==> config.mk <==
export PLATFORM = sky130hd
export DESIGN_NAME = mem_wb_stage_reg
export DESIGN_NICKNAME = d
export VERILOG_FILES = /design/src/rtl/pipe_pkg.sv /design/src/rtl/sat_counter.sv /design/src/rtl/mem_wb_stage_reg.sv
export SDC_FILE = /design/constraint.sdc
export NUM_CORES = 1
export LEC_CHECK = 0
export ABC_CLOCK_PERIOD_IN_PS = 7600
export BUFFER_PORTS_ARGS = -buffer_cell sky130_fd_sc_hd__buf_2
export CAP_MARGIN = 0
export CORE_MARGIN = 5
export CORE_UTILIZATION = 50
export CTS_BUF_LIST = sky130_fd_sc_hd__clkbuf_8
export DETAILED_ROUTE_END_ITERATION = 12
export PLACE_DENSITY = 0.82
export SLEW_MARGIN = 20
export SYNTH_ARGS = -nofsm -noshare
export SYNTH_HDL_FRONTEND = slang
export SYNTH_SLANG_ARGS = --single-unit
==> constraint.sdc <==
create_clock -name CLK -period 7.6 [get_ports CLK]
set_clock_uncertainty 0.1 [all_clocks]
set_input_delay 1.52 -clock CLK [delete_from_list [all_inputs] [get_ports CLK]]
set_output_delay 1.52 -clock CLK [all_outputs]
set_load 0.01 [all_outputs]
==> src/rtl/pipe_pkg.sv <==
// rtl/pipe_pkg.sv - shared types and default widths for the MEM->WB stage register
//
// Contents:
//   state_t        occupancy of the stage (EMPTY / ONE / TWO)
//   CTRL_*         bit positions inside the control field
//   DEF_*          default widths used by the stage register parameters
package pipe_pkg;

  typedef enum logic [1:0] {
    ST_EMPTY = 2'd0,
    ST_ONE   = 2'd1,
    ST_TWO   = 2'd2
  } state_t;

  localparam int CTRL_REGWRITE   = 0;
  localparam int CTRL_MEMTOREG   = 1;
  localparam int CTRL_PCSRC      = 2;
  localparam int CTRL_MVALID     = 3;
  localparam int CTRL_FLOATSTART = 4;

  localparam int DEF_DATA_W = 104;
  localparam int DEF_CTRL_W = 5;
  localparam int DEF_RA_W   = 4;
  localparam int DEF_NADDR  = 2;
  localparam int DEF_CNT_W  = 16;

endpackage

==> src/rtl/sat_counter.sv <==
// rtl/sat_counter.sv - saturating up-counter
//
// Ports:
//   CLK    rising-edge clock
//   RESET  asynchronous active-high reset, clears the count
//   inc    count one this cycle
//   cnt    current count, sticks at all-ones
module sat_counter #(
  parameter int CNT_W = 16
) (
  input  logic             CLK,
  input  logic             RESET,
  input  logic             inc,
  output logic [CNT_W-1:0] cnt
);

  always_ff @(posedge CLK or posedge RESET) begin
    if (RESET) begin
      cnt <= '0;
    end else if (inc && (cnt != {CNT_W{1'b1}})) begin
      cnt <= cnt + CNT_W'(1);
    end
  end

endmodule

==> src/rtl/mem_wb_stage_reg.sv <==
// rtl/mem_wb_stage_reg.sv - MEM->WB pipeline register with valid/ready skid buffer and flush
//
// A main register drives the WB outputs; a skid register catches the one
// entry that may arrive while WB stalls, so in_ready can be a pure register.
// Optional feature macro: MEM_WB_PERF_CNT_EN adds stall_cnt / flush_cnt.
//
// Ports:
//   CLK, RESET              clock, asynchronous active-high reset
//   in_valid/in_ready       MEM-side handshake (in_ready registered, = !skid valid)
//   in_data/in_ctrl/in_addr entry presented by MEM
//   flush                   synchronous kill of every held entry
//   out_valid/out_ready     WB-side handshake
//   out_data/out_ctrl/out_addr  entry presented to WB (out_ctrl is 0 on a bubble)
//   stall_cnt, flush_cnt    perf counters (only with MEM_WB_PERF_CNT_EN)
module mem_wb_stage_reg
  import pipe_pkg::*;
#(
  parameter int DATA_W = DEF_DATA_W,
  parameter int CTRL_W = DEF_CTRL_W,
  parameter int RA_W   = DEF_RA_W,
  parameter int NADDR  = DEF_NADDR
`ifdef MEM_WB_PERF_CNT_EN
  , parameter int CNT_W = DEF_CNT_W
`endif
) (
  input  logic                  CLK,
  input  logic                  RESET,
  input  logic                  in_valid,
  output logic                  in_ready,
  input  logic [DATA_W-1:0]     in_data,
  input  logic [CTRL_W-1:0]     in_ctrl,
  input  logic [RA_W*NADDR-1:0] in_addr,
  input  logic                  flush,
  output logic                  out_valid,
  input  logic                  out_ready,
  output logic [DATA_W-1:0]     out_data,
  output logic [CTRL_W-1:0]     out_ctrl,
  output logic [RA_W*NADDR-1:0] out_addr
`ifdef MEM_WB_PERF_CNT_EN
  , output logic [CNT_W-1:0]    stall_cnt
  , output logic [CNT_W-1:0]    flush_cnt
`endif
);

  localparam int ADDR_W = RA_W * NADDR;

  state_t              state;
  logic [DATA_W-1:0]   main_data;
  logic [CTRL_W-1:0]   main_ctrl;
  logic [ADDR_W-1:0]   main_addr;
  logic [DATA_W-1:0]   skid_data;
  logic [CTRL_W-1:0]   skid_ctrl;
  logic [ADDR_W-1:0]   skid_addr;

  logic accept;
  logic drain;

  // Flush wins over a same-cycle input, so the accept is suppressed here.
  assign accept    = in_valid && in_ready && !flush;
  assign drain     = out_valid && out_ready;
  assign out_valid = (state != ST_EMPTY);
  assign out_data  = main_data;
  assign out_addr  = main_addr;
  // main_ctrl is already cleared whenever the stage empties; the gate keeps
  // a RegWrite from ever reaching WB on a bubble regardless.
  assign out_ctrl  = out_valid ? main_ctrl : '0;

  always_ff @(posedge CLK or posedge RESET) begin
    if (RESET) begin
      state     <= ST_EMPTY;
      in_ready  <= 1'b1;
      main_data <= '0;
      main_ctrl <= '0;
      main_addr <= '0;
      skid_data <= '0;
      skid_ctrl <= '0;
      skid_addr <= '0;
    end else if (flush) begin
      // Payload is left in place; only valids and control are killed.
      state     <= ST_EMPTY;
      in_ready  <= 1'b1;
      main_ctrl <= '0;
      skid_ctrl <= '0;
    end else begin
      case (state)
        ST_EMPTY: begin
          if (accept) begin
            state     <= ST_ONE;
            main_data <= in_data;
            main_ctrl <= in_ctrl;
            main_addr <= in_addr;
          end
        end
        ST_ONE: begin
          if (accept && drain) begin
            main_data <= in_data;
            main_ctrl <= in_ctrl;
            main_addr <= in_addr;
          end else if (accept) begin
            state     <= ST_TWO;
            in_ready  <= 1'b0;
            skid_data <= in_data;
            skid_ctrl <= in_ctrl;
            skid_addr <= in_addr;
          end else if (drain) begin
            state     <= ST_EMPTY;
            main_ctrl <= '0;
          end
        end
        ST_TWO: begin
          if (drain) begin
            state     <= ST_ONE;
            in_ready  <= 1'b1;
            main_data <= skid_data;
            main_ctrl <= skid_ctrl;
            main_addr <= skid_addr;
            skid_ctrl <= '0;
          end
        end
        default: begin
          state     <= ST_EMPTY;
          in_ready  <= 1'b1;
          main_ctrl <= '0;
          skid_ctrl <= '0;
        end
      endcase
    end
  end

`ifdef MEM_WB_PERF_CNT_EN
  logic stall_inc;
  logic kill_inc;

  assign stall_inc = out_valid && !out_ready;
  // In ONE a same-cycle drain means WB took the entry, so nothing is killed;
  // in TWO the skid entry is always lost.
  assign kill_inc  = flush && ((state == ST_TWO) || ((state == ST_ONE) && !out_ready));

  sat_counter #(.CNT_W(CNT_W)) u_stall_cnt (
    .CLK   (CLK),
    .RESET (RESET),
    .inc   (stall_inc),
    .cnt   (stall_cnt)
  );

  sat_counter #(.CNT_W(CNT_W)) u_flush_cnt (
    .CLK   (CLK),
    .RESET (RESET),
    .inc   (kill_inc),
    .cnt   (flush_cnt)
  );
`endif

endmodule

Yosys cells after proc, flatten, opt, wreduce, memory -nomap -nowiden

Cells that the tools add are included.

Bits in registers: 237
Input bits: 122

Equality and inequality tests: 13
Mux-type cells: 31
Bitwise gates (word level): 2
Reductions and logical operators: 13

Operator list:

| operator             | count |
|---|---|
| $mux W104            | 3 |
| $pmux W104 S3        | 1 |
| $mux W5              | 9 |
| $pmux W5 S3          | 2 |
| $mux W8              | 3 |
| $pmux W8 S3          | 1 |
| $reduce_and A4 Y1    | 4 |
| $mux W2              | 6 |
| $ne A3 B3 Y1 const B | 4 |
| $ne A4 B4 Y1 const B | 3 |
| $ne A2 B2 Y1 const B | 4 |
| $pmux W2 S3          | 1 |
| $reduce_and A5 Y1    | 1 |
| $logic_and A1 B1 Y1  | 4 |
| $mux W1              | 4 |
| $pmux W1 S3          | 1 |
| $reduce_bool A3 Y1   | 1 |
| $eq A2 B1 Y1 const B | 1 |
| $eq A2 B2 Y1 const B | 1 |
| $logic_not A2 Y1     | 1 |
| $not A1 Y1           | 2 |
| $reduce_bool A2 Y1   | 1 |
| $logic_not A1 Y1     | 1 |

Logic depth before layout (Yosys ltp)

Depth after elaboration: 7
Gate-level depth with buffers: 8
Depth with buffers taken out: 4

Worst setup path before layout

Ideal clock, no wire load.

Path kind: input-to-reg
From: input port flush
To: register skid_addr[0]
Arrival: 2764 ps
Setup slack: 4612 ps
Stages on the path: 6
Buffers on the path: 3
Cell sequence: buf_2 inv_2 nand4_1 clkbuf_1 buf_2 mux2_2

Word-level cells in the longest chain between the ends: 5
Elaborated cells on any way between the ends: 6

RTL lines:

| item                          | RTL line                | text |
|---|---|---|
| start, declared               | mem_wb_stage_reg.sv:33  | `input logic flush,` |
| $logic_not A1 Y1              | mem_wb_stage_reg.sv:59  | `assign accept = in_valid && in_ready && !flush;` |
| $logic_and A1 B1 Y1           | mem_wb_stage_reg.sv:59  |  |
| $logic_and A1 B1 Y1           | mem_wb_stage_reg.sv:95  | `if (accept && drain) begin` |
| $not A1 Y1 (no line)          | -                       |  |
| $reduce_and A4 Y1 (no line) * | -                       |  |
| end signal, assigned          | mem_wb_stage_reg.sv:104 | `skid_addr <= in_addr;` |
| end, declared                 | mem_wb_stage_reg.sv:53  | `logic [ADDR_W-1:0] skid_addr;` |

Mark *: on every way between the ends. The rest lies on a longest branch, timed or not.
A chain may end at the register's enable or synchronous reset.

Worst setup path in the final report

From: register state[1]
To: output port out_ctrl[1]

Word-level cells in the longest chain between the ends: 2

RTL lines:

| item                   | RTL line               | text |
|---|---|---|
| start, declared        | mem_wb_stage_reg.sv:47 | `state_t state;` |
| start signal, assigned | mem_wb_stage_reg.sv:70 | `state <= ST_EMPTY;` |
| start signal, assigned | mem_wb_stage_reg.sv:80 | `state <= ST_EMPTY;` |
| start signal, assigned | mem_wb_stage_reg.sv:88 | `state <= ST_ONE;` |
| $reduce_bool A2 Y1     | mem_wb_stage_reg.sv:61 | `assign out_valid = (state != ST_EMPTY);` |
| $mux W5                | mem_wb_stage_reg.sv:66 | `assign out_ctrl = out_valid ? main_ctrl : '0;` |
| end, declared          | mem_wb_stage_reg.sv:37 | `output logic [CTRL_W-1:0] out_ctrl,` |

No other way between the ends.

==> run summary <==
The logs give 296 for the iteration-0 DRC count of the detailed router and 1,334 for the number of non-filler instances in the completed layout. The share of total power in combinational logic is 19.9%, and the cell count after synthesis is 804. The number of placed instances with taps included is 1,261, and the number of antenna violations at the first check in global routing is 2.

The later pin in the worst-skew pair is clocked with a latency of 0.51 ns. Count of state elements after synthesis: 237. The run finished with clean final reports. The logs give 40 for the number of clock buffers inserted by TritonCTS and 4.16 ns for the worst slack at placement.

The count of instances resized after the clock tree is built came out at 0. The total area inside the core boundary comes to 19,700 sq um. At the pin with the least slew margin, the transition time is 1.04 ns. The number of rows in the core area is 51. The endpoint identified for the worst register-to-register timing path is out_data[9]. Setup violations remaining at the end of the flow were counted as 0. Maximum number of pins on one net before global-route repair: 225.

The die is 152 microns wide. Category of the critical setup timing path: flip-flop to primary output. Area growth from synthesis to layout: 20.7%. Worst setup path startpoint: state[1].

The detailed-route via count is 6,874, and the worst-case reg-to-reg path depth is 4. Counting the fill cells in the layout gives 1,613. The tightest min-delay check is of the flip-flop to flip-flop type. The run gives 3.53 mW as the total design power. The tools report the worst-case vdd ir drop as 0.170 mV. The max-slew violation total from the final report was 0; the power per cell area was 290 nW/um^2.

STA classifies the critical path startpoint as a flip-flop. After detailed routing, the number of remaining DRC violations is 0. After layout, the minimum clock period comes to 3.35 ns.

Yosys mapped a number of flops with a built-in enable equal to 0. The library cells used most frequently in the layout, excluding fill and tap cells, are buf_2, dfrtp_1, mux2i_1. The clock drives 237 sinks.

The tools report the sequential share of the synthesized area as 58.9%. The worst register-to-register path has a setup slack of 5.04 ns. The logs give 7,288 for the number of global-route vias before repair and 51.2% for the starting density of the core. After global routing the overflow that remains totals 0.

For this design the static power due to leakage is 5.81 nW. Summing all placed instances gives a cell area of 11,400 sq um. The count of nets left with antenna violations once routing finished came out at 0.

The first global-routing pass estimated 36,400 microns of wire. The height of the die came out at 152 microns. Critical path's slowest cell: dfrtp_1. Clock-pin slew was measured on the worst setup and hold paths at 0.06 ns.

The register share of total power is 50.8%, and the total die area is 23,100 sq um. The tool flagged a number of max-cap violations equal to 0. The Yosys step of the flow raised 0 warnings. Leaving out fill and tap cells, the most frequent cell in the layout is buf_2.

In this run, post-CTS hold repair placed 0 buffers. The category of the worst setup path capture point was a primary output. Via count normalized by instance count: 5.15. TritonCTS built the clock tree. The first TritonRoute pass finished after 5 iterations.

The number of I/O port buffers came out at 240. For the internal power summed over all cells, the log shows 2.52 mW. The critical path goes through nor2_1 > nor2b_1 > buf_2. The number of setup buffers added after CTS is 0.

The minimum setup slack in the final design is 4.25 ns. The final clock period utilization by the worst path came out at 44.1%. The achievable frequency was 0.298 GHz. The run gives 10,100 sq um as the total standard cell area after synthesis. For the weighted congestion at the end of routability-driven global placement, the log shows 0.774.

In this run the critical register-to-register path is launched from state[1]. The tree is rooted in a clkbuf_8. The average wire per cell in the routed design was 16.5 microns. CTS built an H-tree with a depth of 2. The setup TNS after final layout was 0 ns. After routing the design area is 12,200 sq um.

The net switching power is 1.01 mW, and the post-synth net total is 926. Along the worst path, the maximum fanout reaches 17. In this run the worst setup path terminates at out_ctrl[1]. The clock network is responsible for 29.4% of the overall power. After synthesis, the mean cell area works out to 12.5 sq um. The switching part of the total power is 28.5%.

STA puts the critical path data required time at 5.98 ns. The worst stage delay on the critical path is 0.72 ns, and the number of nets at the end of the flow is 1,161. Count of cell types in the netlist: 32.

The tools report the total wire length after detailed routing as 22,000 microns. Counting flops with an async set or reset pin after synthesis yields a share of 100%. Global routing consumed, over all layers together, 18.7% of the routing resources. The logs give 0 for the final hold violation count and 1.73 ns for the critical path data arrival time. The tools report the worst relative slew slack as 30.9%. 241 I/O pins were placed. The run gives 3 as the maximum buffer depth of the clock tree.

The primary flip-flop cell chosen by synthesis mapping was dfrtp_1. In the final layout, the share of cells above drive strength 1 is 38.9%. Detailed placement ended at an HPWL of 14,500 microns. Setup repair after global routing left no endpoint under its margin.
==> through the flow <==
step | hold slack, ns | util (%)
finish | 0.372 | 61.8
CTS | 0.378 | 61.7
floorplan | 0.358 | -
detailed placement | 0.365 | 57.9
global route | 0.393 | 61.8
global placement | 0.357 | 57.9
==> worst min path at each step <==
| stage | startpoint | depth (start not counted) | endpoint |
|---|---|---|---|
| 4_1_cts | out_data[63] | 2 | out_data[63] |
| 3_5_place_dp | out_data[10] | 2 | out_data[10] |
| 2_1_floorplan | main_ctrl[0] | 1 | main_ctrl[0] |
| 5_1_grt | out_data[68] | 2 | out_data[68] |
| 6_report | out_data[13] | 2 | out_data[13] |
| 3_3_place_gp | out_addr[5] | 2 | out_addr[5] |
==> power groups by stage <==
stage	clock (mW)	sequential [mW]	combinational [mW]
2_1_floorplan	0	1.83	0.391
3_5_place_dp	0	1.81	0.712
5_1_grt	1.14	1.83	0.782
3_3_place_gp	0	1.79	0.680
4_1_cts	1.08	1.79	0.713
6_report	1.04	1.79	0.700
==> area by class of cell <==
class / instances / area [sq um] / area share, %
antenna: 1 / 2.50 / 0.0206
clock inverter: 24 / 98.8 / 0.813
timing repair buffer: 248 / 1300 / 10.7
clock buffer: 47 / 647 / 5.32
tap: 265 / 332 / 2.73
inverter: 3 / 15.0 / 0.124
multi-input combinational: 509 / 3830 / 31.5
sequential: 237 / 5930 / 48.8
==> synthesized netlist by cell type (2+ instances only) <==
cell | instances | area, sq um
a21oi_1 | 5 | 25.0
a22o_1 | 5 | 43.8
a41o_1 | 5 | 50.1
and3b_1 | 2 | 17.5
buf_1 | 4 | 15.0
buf_2 | 28 | 140
buf_6 | 7 | 78.8
clkbuf_1 | 12 | 45.0
clkbuf_2 | 3 | 15.0
dfrtp_1 | 236 | 5910
inv_1 | 2 | 7.51
mux2_2 | 112 | 1260
mux2i_1 | 118 | 1180
nand2_1 | 116 | 435
nor2_1 | 4 | 15.0
nor2b_1 | 8 | 50.1
nor3_1 | 2 | 10.0
nor3b_1 | 5 | 37.5
o21ai_0 | 89 | 445
o21ai_1 | 25 | 125
o2bb2ai_1 | 5 | 43.8
==> layer usage <==
metal / track usage [%] / wire, microns / vias up / part of all wire (%)
li1: - / - / 3298 / -
met4: 6.25 / 500 / 2 / 2.3
met3: 5.06 / 1400 / 42 / 6.4
met5: 0 / 11 / - / 0.050
met1: 24.1 / 9430 / 3335 / 43
met2: 30.9 / 10700 / 197 / 48
==> cell families after synthesis <==
group / Yosys count / share of synthesized area, %
DFF: 237 / 58.9
AOI/OAI and AO/OA: 137 / 7.66
and+or+nand+nor: 142 / 6.03
buffers and inverters: 58 / 3.11
muxes: 230 / 24.3
==> flip-flops by register name, summed over array words and instances, names as in the netlist <==
register / flops
main_ctrl: 5
skid_ctrl: 5
skid_addr: 8
in_ready: 1
out_addr: 8
state: 2
out_data: 104
skid_data: 104
==> worst max-delay path, delay by kind of cell, from the launching register on <==
family / cells / cell delay [ns]
DFF: 1 / 0.72
and+or+nand+nor: 2 / 0.35
buffers and inverters: 1 / 0.14
No activity file was read; power rests on OpenSTA's default activity.
